File: src/rtl/muldiv_pkg.sv
// muldiv_pkg -- shared types for the RV32M multiply/divide unit.
//   op_e      : op_i funct3 encoding (MUL..REMU)
//   state_e   : muldiv_unit FSM states
//   OPCODE_OP_M / is_m_ext : funct7 value the main decoder uses to route
//                            OP instructions to this unit
package muldiv_pkg;

  typedef enum logic [2:0] {
    OP_MUL    = 3'b000,
    OP_MULH   = 3'b001,
    OP_MULHSU = 3'b010,
    OP_MULHU  = 3'b011,
    OP_DIV    = 3'b100,
    OP_DIVU   = 3'b101,
    OP_REM    = 3'b110,
    OP_REMU   = 3'b111
  } op_e;

  typedef enum logic [1:0] {
    S_IDLE = 2'b00,
    S_CALC = 2'b01,
    S_DONE = 2'b10
  } state_e;

  localparam logic [6:0] OPCODE_OP_M = 7'b0000001;

  function automatic logic is_m_ext(input logic [6:0] funct7);
    return funct7 == OPCODE_OP_M;
  endfunction

  // funct3[2] separates divide/remainder ops from multiply ops.
  function automatic logic is_div_op(input op_e op);
    return op[2];
  endfunction

endpackage

File: src/rtl/muldiv_unit.sv
// muldiv_unit -- iterative RV32M multiply/divide unit.
//   Multiply: radix-2 shift-add on operand magnitudes, sign fixed at the end.
//   Divide  : restoring shift-subtract on magnitudes, sign fixed at the end.
//   Divide-by-zero and signed overflow bypass CALC.
// Optional build macro: MULDIV_FAST_MUL_EN -- multiply ops use a single-cycle
//   combinational product and go IDLE->DONE directly.
// Ports:
//   clk_i    in   clock
//   rst_ni   in   asynchronous active-low reset
//   start_i  in   request valid (sampled only in IDLE)
//   op_i     in   [2:0] funct3 operation
//   op1_i    in   [DATA_WIDTH-1:0] rs1 operand
//   op2_i    in   [DATA_WIDTH-1:0] rs2 operand
//   flush_i  in   abort in-flight op / block start in IDLE
//   busy_o   out  high in CALC and DONE
//   done_o   out  one-cycle pulse, result_o valid
//   result_o out  [DATA_WIDTH-1:0] result, held until next done_o
module muldiv_unit
  import muldiv_pkg::*;
#(
  parameter int unsigned DATA_WIDTH = 32
) (
  input  logic                  clk_i,
  input  logic                  rst_ni,
  input  logic                  start_i,
  input  logic [2:0]            op_i,
  input  logic [DATA_WIDTH-1:0] op1_i,
  input  logic [DATA_WIDTH-1:0] op2_i,
  input  logic                  flush_i,
  output logic                  busy_o,
  output logic                  done_o,
  output logic [DATA_WIDTH-1:0] result_o
);

  localparam int unsigned W     = DATA_WIDTH;
  localparam int unsigned CNT_W = $clog2(DATA_WIDTH) + 1;

  state_e            state_q;
  op_e               op_q;
  logic [W-1:0]      hi_q;      // product high half / partial remainder
  logic [W-1:0]      lo_q;      // multiplier -> product low half / dividend -> quotient
  logic [W-1:0]      mcand_q;   // multiplicand or divisor magnitude
  logic              neg_q;     // negate product / quotient at DONE
  logic              neg_r;     // negate remainder at DONE
  logic [CNT_W-1:0]  cnt_q;

  // ---------------- operand decode (IDLE) ----------------
  op_e          op_in;
  logic         op1_signed, op2_signed;
  logic         op1_neg, op2_neg;
  logic [W-1:0] mag1, mag2;
  logic         div_zero, div_ovf;

  always_comb begin
    op_in      = op_e'(op_i);
    op1_signed = 1'b0;
    op2_signed = 1'b0;
    case (op_in)
      OP_MUL, OP_MULH, OP_DIV, OP_REM: begin
        op1_signed = 1'b1;
        op2_signed = 1'b1;
      end
      OP_MULHSU: op1_signed = 1'b1;
      default: ;
    endcase
    op1_neg  = op1_signed & op1_i[W-1];
    op2_neg  = op2_signed & op2_i[W-1];
    mag1     = op1_neg ? (~op1_i + 1'b1) : op1_i;
    mag2     = op2_neg ? (~op2_i + 1'b1) : op2_i;
    div_zero = (op2_i == '0);
    div_ovf  = op1_signed && op2_signed && (op1_i == {1'b1, {(W-1){1'b0}}}) && (op2_i == '1);
  end

`ifdef MULDIV_FAST_MUL_EN
  logic [2*W-1:0] a_ext, b_ext, fast_prod;
  assign a_ext     = {{W{op1_signed & op1_i[W-1]}}, op1_i};
  assign b_ext     = {{W{op2_signed & op2_i[W-1]}}, op2_i};
  assign fast_prod = a_ext * b_ext;
`endif

  // ---------------- iteration step ----------------
  logic [W:0] mul_sum;
  logic [W:0] div_trial;
  logic       div_ok;

  always_comb begin
    mul_sum   = {1'b0, hi_q} + {1'b0, mcand_q};
    // Partial remainder stays below the divisor, so the shifted value fits in
    // W+1 bits and bit W of the difference is the borrow.
    div_trial = {hi_q, lo_q[W-1]} - {1'b0, mcand_q};
    div_ok    = ~div_trial[W];
  end

  // ---------------- sign correction (DONE) ----------------
  logic [2*W-1:0] prod_fix;
  logic [W-1:0]   quo_fix, rem_fix, result_next;

  always_comb begin
    prod_fix = neg_q ? (~{hi_q, lo_q} + 1'b1) : {hi_q, lo_q};
    quo_fix  = neg_q ? (~lo_q + 1'b1) : lo_q;
    rem_fix  = neg_r ? (~hi_q + 1'b1) : hi_q;
    case (op_q)
      OP_MUL:                        result_next = prod_fix[W-1:0];
      OP_MULH, OP_MULHSU, OP_MULHU:  result_next = prod_fix[2*W-1:W];
      OP_DIV, OP_DIVU:               result_next = quo_fix;
      default:                       result_next = rem_fix;
    endcase
  end

  assign busy_o = (state_q != S_IDLE);

  // ---------------- FSM + datapath ----------------
  always_ff @(posedge clk_i or negedge rst_ni) begin
    if (!rst_ni) begin
      state_q  <= S_IDLE;
      op_q     <= OP_MUL;
      hi_q     <= '0;
      lo_q     <= '0;
      mcand_q  <= '0;
      neg_q    <= 1'b0;
      neg_r    <= 1'b0;
      cnt_q    <= '0;
      done_o   <= 1'b0;
      result_o <= '0;
    end else begin
      done_o <= 1'b0;
      case (state_q)
        S_IDLE: begin
          if (start_i && !flush_i) begin
            op_q  <= op_in;
            cnt_q <= '0;
            if (is_div_op(op_in)) begin
              if (div_zero) begin
                // Quotient all-ones, remainder is the raw dividend.
                hi_q    <= op1_i;
                lo_q    <= '1;
                neg_q   <= 1'b0;
                neg_r   <= 1'b0;
                state_q <= S_DONE;
              end else if (div_ovf) begin
                hi_q    <= '0;
                lo_q    <= op1_i;
                neg_q   <= 1'b0;
                neg_r   <= 1'b0;
                state_q <= S_DONE;
              end else begin
                hi_q    <= '0;
                lo_q    <= mag1;
                mcand_q <= mag2;
                neg_q   <= op1_neg ^ op2_neg;
                neg_r   <= op1_neg;
                state_q <= S_CALC;
              end
            end else begin
`ifdef MULDIV_FAST_MUL_EN
              {hi_q, lo_q} <= fast_prod;
              neg_q        <= 1'b0;
              neg_r        <= 1'b0;
              state_q      <= S_DONE;
`else
              hi_q    <= '0;
              lo_q    <= mag2;
              mcand_q <= mag1;
              neg_q   <= op1_neg ^ op2_neg;
              neg_r   <= 1'b0;
              state_q <= S_CALC;
`endif
            end
          end
        end

        S_CALC: begin
          if (flush_i) begin
            state_q <= S_IDLE;
          end else begin
            if (is_div_op(op_q)) begin
              if (div_ok) begin
                hi_q <= div_trial[W-1:0];
                lo_q <= {lo_q[W-2:0], 1'b1};
              end else begin
                hi_q <= {hi_q[W-2:0], lo_q[W-1]};
                lo_q <= {lo_q[W-2:0], 1'b0};
              end
            end else begin
              // Multiplier bits are consumed from lo_q[0] while product bits
              // shift in from the top, so {hi,lo} ends as the full product.
              if (lo_q[0]) begin
                {hi_q, lo_q} <= {mul_sum, lo_q[W-1:1]};
              end else begin
                {hi_q, lo_q} <= {1'b0, hi_q, lo_q[W-1:1]};
              end
            end
            cnt_q <= cnt_q + 1'b1;
            if (cnt_q == CNT_W'(W - 1)) begin
              state_q <= S_DONE;
            end
          end
        end

        S_DONE: begin
          if (!flush_i) begin
            result_o <= result_next;
            done_o   <= 1'b1;
          end
          state_q <= S_IDLE;
        end

        default: state_q <= S_IDLE;
      endcase
    end
  end

endmodule
File: config.mk
export PLATFORM = sky130hd
export DESIGN_NAME = muldiv_unit
export DESIGN_NICKNAME = d
export VERILOG_FILES = /design/src/rtl/muldiv_pkg.sv /design/src/rtl/muldiv_unit.sv
export SDC_FILE = /design/constraint.sdc
export NUM_CORES = 1
export LEC_CHECK = 0
export CORE_UTILIZATION = 60
export DETAILED_ROUTE_END_ITERATION = 10
export MAX_ROUTING_LAYER = met4
export PLACE_DENSITY_LB_ADDON = 0.08
export RECOVER_POWER = 50
export SYNTH_ARGS = -nofsm -noshare
export SYNTH_HDL_FRONTEND = slang
export SYNTH_SLANG_ARGS = --single-unit
File: constraint.sdc
create_clock -name clk_i -period 10.2 [get_ports clk_i]
set_input_delay 2.04 -clock clk_i [delete_from_list [all_inputs] [get_ports clk_i]]
set_output_delay 2.04 -clock clk_i [all_outputs]
set_load 0.1 [all_outputs]
**Yosys cells after proc, flatten, opt, wreduce, memory -nomap -nowiden**

Cells that the tools add are included.

- RAM bits: 0
- Bits in latches: 0
- Memories: 0
- Bits in read-only memories: 0
- Bits of input ports: 71
- Bits in registers: 142
- Word-level logic and storage cells: 112

- Bitwise logic cells: 9
- $lt $le $gt $ge: 0
- Shift-type cells: 0
- Divide/modulo/power cells: 0
- Reductions and logical operators: 20
- Add/subtract/negate cells: 8
- Multiply operators: 0
- Multiplexer cells: 46
- Equal/unequal tests: 19

Operators with widths:

| operator | count |
|---|---|
| 32-bit two-way mux | 21 |
| 32-bit by 1-bit adder with 32-bit output (second input constant) | 4 |
| 32-bit NOT | 4 |
| 32-bit case mux with 2 select lines | 2 |
| 32-bit case mux with 3 select lines | 1 |
| 64-bit by 1-bit adder with 64-bit output (second input constant) | 1 |
| 32-bit equality test (second input constant) | 2 |
| 64-bit two-way mux | 1 |
| 64-bit NOT | 1 |
| 32-bit by 32-bit adder with 33-bit output | 1 |
| 33-bit by 32-bit subtractor with 33-bit output | 1 |
| 32-bit logical NOT | 1 |
| 3-bit equality test (second input constant) | 4 |
| 2-bit two-way mux | 6 |
| 6-bit two-way mux | 2 |
| 6-bit case mux with 2 select lines | 1 |
| 1-bit two-way mux | 11 |
| 3-bit by 2-bit equality test with 1-bit output (second input constant) | 3 |
| 2-bit inequality test (second input constant) | 4 |
| 6-bit by 1-bit adder with 6-bit output (second input constant) | 1 |
| 3-bit by 1-bit equality test with 1-bit output (second input constant) | 2 |
| 6-bit by 5-bit equality test with 1-bit output (second input constant) | 1 |
| 3-bit logical NOT | 2 |
| 2-bit AND reduction | 3 |
| other kinds (17) | 22 |

**Depth between registers and ports, before layout**

- Depth after elaboration: 11
- Depth in mapped cells: 14
- Mapped depth without buffers: 12

**Least setup slack after synthesis**

Ideal clock, no wire load.

- Path kind: input -> register
- From: in op1_i[10]
- To: reg mcand_q[10]
- Slack: 5,410 ps
- Data arrival time: 4,665 ps
- Data required time: 10,075 ps
- Stages on the path: 9
- Setup time: 125 ps
- Cell sequence: or4_1 -> or4_1 -> nor3_1 -> nand2_1 -> nor2_1 -> o21ai_1 -> nand2_1 -> buf_1 -> mux2_2

- Cells in the longest elaborated chain, start to end: 5
- Elaborated cells on any way between the ends: 9
- Classes of those cells: add/sub: 1; eq/ne: 2; mux: 2; bitwise: 1; reduce/logical: 3

RTL lines:

| element | line | RTL |
|---|---|---|
| from (decl) | muldiv_unit.sv:27 | `input logic [DATA_WIDTH-1:0] op1_i,` |
| parallel branches: the longest is 5 deep, another holds 32-bit by 1-bit adder with 32-bit output | - |  |
| to (signal assigned) | muldiv_unit.sv:149 | `mcand_q <= mag2;` |
| to (signal assigned) | muldiv_unit.sv:163 | `mcand_q <= mag1;` |
| to (decl) | muldiv_unit.sv:42 | `logic [W-1:0] mcand_q;` |

Parallel ways; which one is timed is not known.
A chain may end at the register's enable or synchronous reset.

**Worst setup path in the final report**

- From: in flush_i
- To: reg result_o[31]

- Cells in the longest elaborated chain, start to end: 2

RTL lines:

| element | line | RTL |
|---|---|---|
| from (decl) | muldiv_unit.sv:29 | `input logic flush_i,` |
| 1-bit NOT (no line) | - |  |
| 2-bit AND reduction (no line) | - |  |
| to (signal assigned) | muldiv_unit.sv:202 | `result_o <= result_next;` |
| to (decl) | muldiv_unit.sv:32 | `output logic [DATA_WIDTH-1:0] result_o` |

Every way passes these cells.

==> impl_metrics.env <==
export IMPL_clkSinkCount=142
export IMPL_worstPathRequired_ns=10.52
export IMPL_register_area_mm2=0.00356
export IMPL_path_class="in2reg"
export IMPL_core_area_mm2=0.0245
export IMPL_max_cap_violations=2
export IMPL_avgSynthCellArea_um2=7.44
export IMPL_dr_pass1_iters=7
export IMPL_hold_ws_ns=0.486
export IMPL_grt_use_met1=0.619
export IMPL_leakage_nw=6.76
export IMPL_htreeDepth=4
export IMPL_cp_max_fo=53
export IMPL_async_flop_share=1.00
export IMPL_routed_wirelength_mm=59.2
export IMPL_grt_pass1_wl_mm=90.5
export IMPL_holdPathStages=2
export IMPL_min_from="result_o[16]"
export IMPL_finalSetupTns_ns=0
export IMPL_mostFrequentLayoutCells="nand2_1 (234), o21ai_0 (215), a21oi_1 (196)"
export IMPL_rsz0062_at_grt="false"
export IMPL_reg2regPathDepth=13
export IMPL_ys_seq_area_frac=0.235
export IMPL_grt_busiest_layer="met2"
export IMPL_tightest_slew_ns=4.93
export IMPL_syn_inst=2037
export IMPL_dieArea_mm2=0.0259
export IMPL_grtUsageMet3=0.146
export IMPL_cts_resized=0
export IMPL_hold_viol_final=0
export IMPL_first_iter_violations=2418
export IMPL_antenna_left=0
export IMPL_failed_checks="capacitance limit, slew limit"
export IMPL_maxSlewViolCount=139
export IMPL_power_density_mw_per_mm2=264
export IMPL_grt_overflow_total=0
export IMPL_netlist_area_mm2=0.0151
export IMPL_viasPerCell=7.10
export IMPL_cts_root_buf="clkbuf_16"
export IMPL_grt_pass1_vias=15400
export IMPL_min_path_type="reg2reg"
export IMPL_rows=57
export IMPL_max_slew_margin=-2.29
export IMPL_grt_use_total=0.469
export IMPL_synth_flop_cell="dfrtp_1"
export IMPL_num_io_pins=105
export IMPL_nFillCells=2103
export IMPL_r2r_end="hi_q[31]"
export IMPL_die_h_um=161
export IMPL_clockBufferDepth=2
export IMPL_synthesis_nets=2180
export IMPL_period_share=0.614
export IMPL_synthToLayoutAreaGrowth_pct=10.3
export IMPL_fin_nets=2166
export IMPL_die_x_um=161
export IMPL_status="complete, but fails checks"
export IMPL_place_congestion=1.05
export IMPL_multiInputGateArea_mm2=0.0108
export IMPL_arrival_ns=6.58
export IMPL_fmaxAchievable_mhz=160
export IMPL_r2r_slack_ns=5.53
export IMPL_cts_made_buffers=17
export IMPL_start_kind="primary input"
export IMPL_vdd_drop_max_uv=184
export IMPL_min_period_ns=6.26
export IMPL_cts_hold_buffers=0
export IMPL_met2_usage=0.666
export IMPL_synth_edff_count=0
export IMPL_clkLatencyLatePin_ns=0.44
export IMPL_io_buffer_count=104
export IMPL_vias=16800
export IMPL_final_common_cell="nand2_1"
export IMPL_grt_max_degree=85
export IMPL_rr_startpoint="lo_q[31]"
export IMPL_start_util=0.617
export IMPL_cts_tree="done"
export IMPL_drive_gt1_frac=0.0457
export IMPL_ys_ff_latch=142
export IMPL_critPathCaptureType="flip-flop"
export IMPL_dpl_hpwl_mm=44.6
export IMPL_min_to="result_o[16]"
export IMPL_grt_antenna_before_repair=3
export IMPL_finClkSkew_ns=0.0174
export IMPL_yosysWarnings=0
export IMPL_synth_cell_type_count=79
export IMPL_wire_per_inst_um=25.0
export IMPL_setup_viol=0
export IMPL_path_clk_slew_ns=0.07
export IMPL_cts_setup_buffers=0
export IMPL_drc_errors=0
## cells in the mapped netlist (30+ instances only)
library cell,number,area [µm²]
mux2i_1,66,661
nand3_1,31,155
a211oi_1,30,225
nor2_1,146,548
nand2_1,235,882
xor2_1,88,771
xnor2_1,109,955
inv_1,63,236
a21o_1,32,240
o31ai_1,40,300
a21oi_1,196,981
nor3_1,52,260
o21ai_0,215,1080
dfrtp_1,142,3550
clkbuf_1,137,514
ha_1,70,876
## cell type report
class / count / area share
multi-input cells: 1674 / 0.644
clock buffers: 18 / 0.0257
diodes: 3 / 0.000449
flip-flops and latches: 142 / 0.213
clock inverters: 14 / 0.00756
well taps: 324 / 0.0243
inverters: 63 / 0.0141
repair buffers: 125 / 0.0706
## routing by layer
layer	routed length [µm]	up-vias	share of wire
met5	0	-	0
met2	24800	1258	0.42
met4	2610	0	0.044
met3	8750	182	0.15
li1	-	7419	-
met1	23000	7909	0.39
## sequential cells by signal, indices dropped and copies added, names as in the netlist
signal    flops
neg_r         1
lo_q         32
hi_q         32
result_o     32
state_q       2
mcand_q      32
neg_q         1
done_o        1
cnt_q         6
op_q          3
## worst max-delay path, stage by stage
cell and delay [ns]:
dlygate4sd3_1 1.11, nor2_1 0.13, nand2_1 0.11, clkbuf_1 1.59, inv_1 0.90, o21ai_0 0.30
a41oi_1 0.07, a32o_1 0.29
## where the power goes
group | switching, mW | leakage, nW | internal [mW]
sequential | 0.391 | 1.81 | 0.682
combinational | 1.69 | 4.68 | 1.03
clock | 0.295 | 0.270 | 0.321
## metrics by stage
stage          cells  setup slack (ns)  power, mW  utilization  cell area (µm²)
4_1_cts         2360              4.57       4.27        0.682            16700
2_1_floorplan   2037              5.41       2.83            -            15100
5_1_grt         2363              3.27       4.64        0.681            16700
3_5_place_dp    2328              4.11       3.64        0.659            16200
6_report        2363              3.94       4.41        0.681            16700
3_3_place_gp    2328              4.33       3.60        0.659            16200
## cell families (layout without fill, tap and decap cells)
group / Yosys count / in the layout / share of synthesized area
AO/OA/AOI/OAI: 704 / 704 / 0.290
AND/OR/NAND/NOR: 621 / 621 / 0.192
buffers and inverters: 221 / 220 / 0.0557
XOR/XNOR: 197 / 197 / 0.114
flip-flops: 142 / 142 / 0.235
multiplexers: 80 / 80 / 0.0540
adder cells (fa/ha/maj): 72 / 72 / 0.0605
other: 0 / 3 / 0
## worst max-delay path by stage
stage / slack (ns) / startpoint / endpoint / cells after the start
floorplan: 5.41 / op1_i[10] / mcand_q[10] / 9
global placement: 4.33 / op1_i[10] / mcand_q[6] / 9
detailed placement: 4.11 / op1_i[10] / mcand_q[6] / 9
CTS: 4.57 / op1_i[10] / mcand_q[6] / 9
global route: 3.27 / rst_ni / result_o[2] / 1
finish: 3.94 / flush_i / result_o[31] / 8
Power figures use the tool's default switching activity.
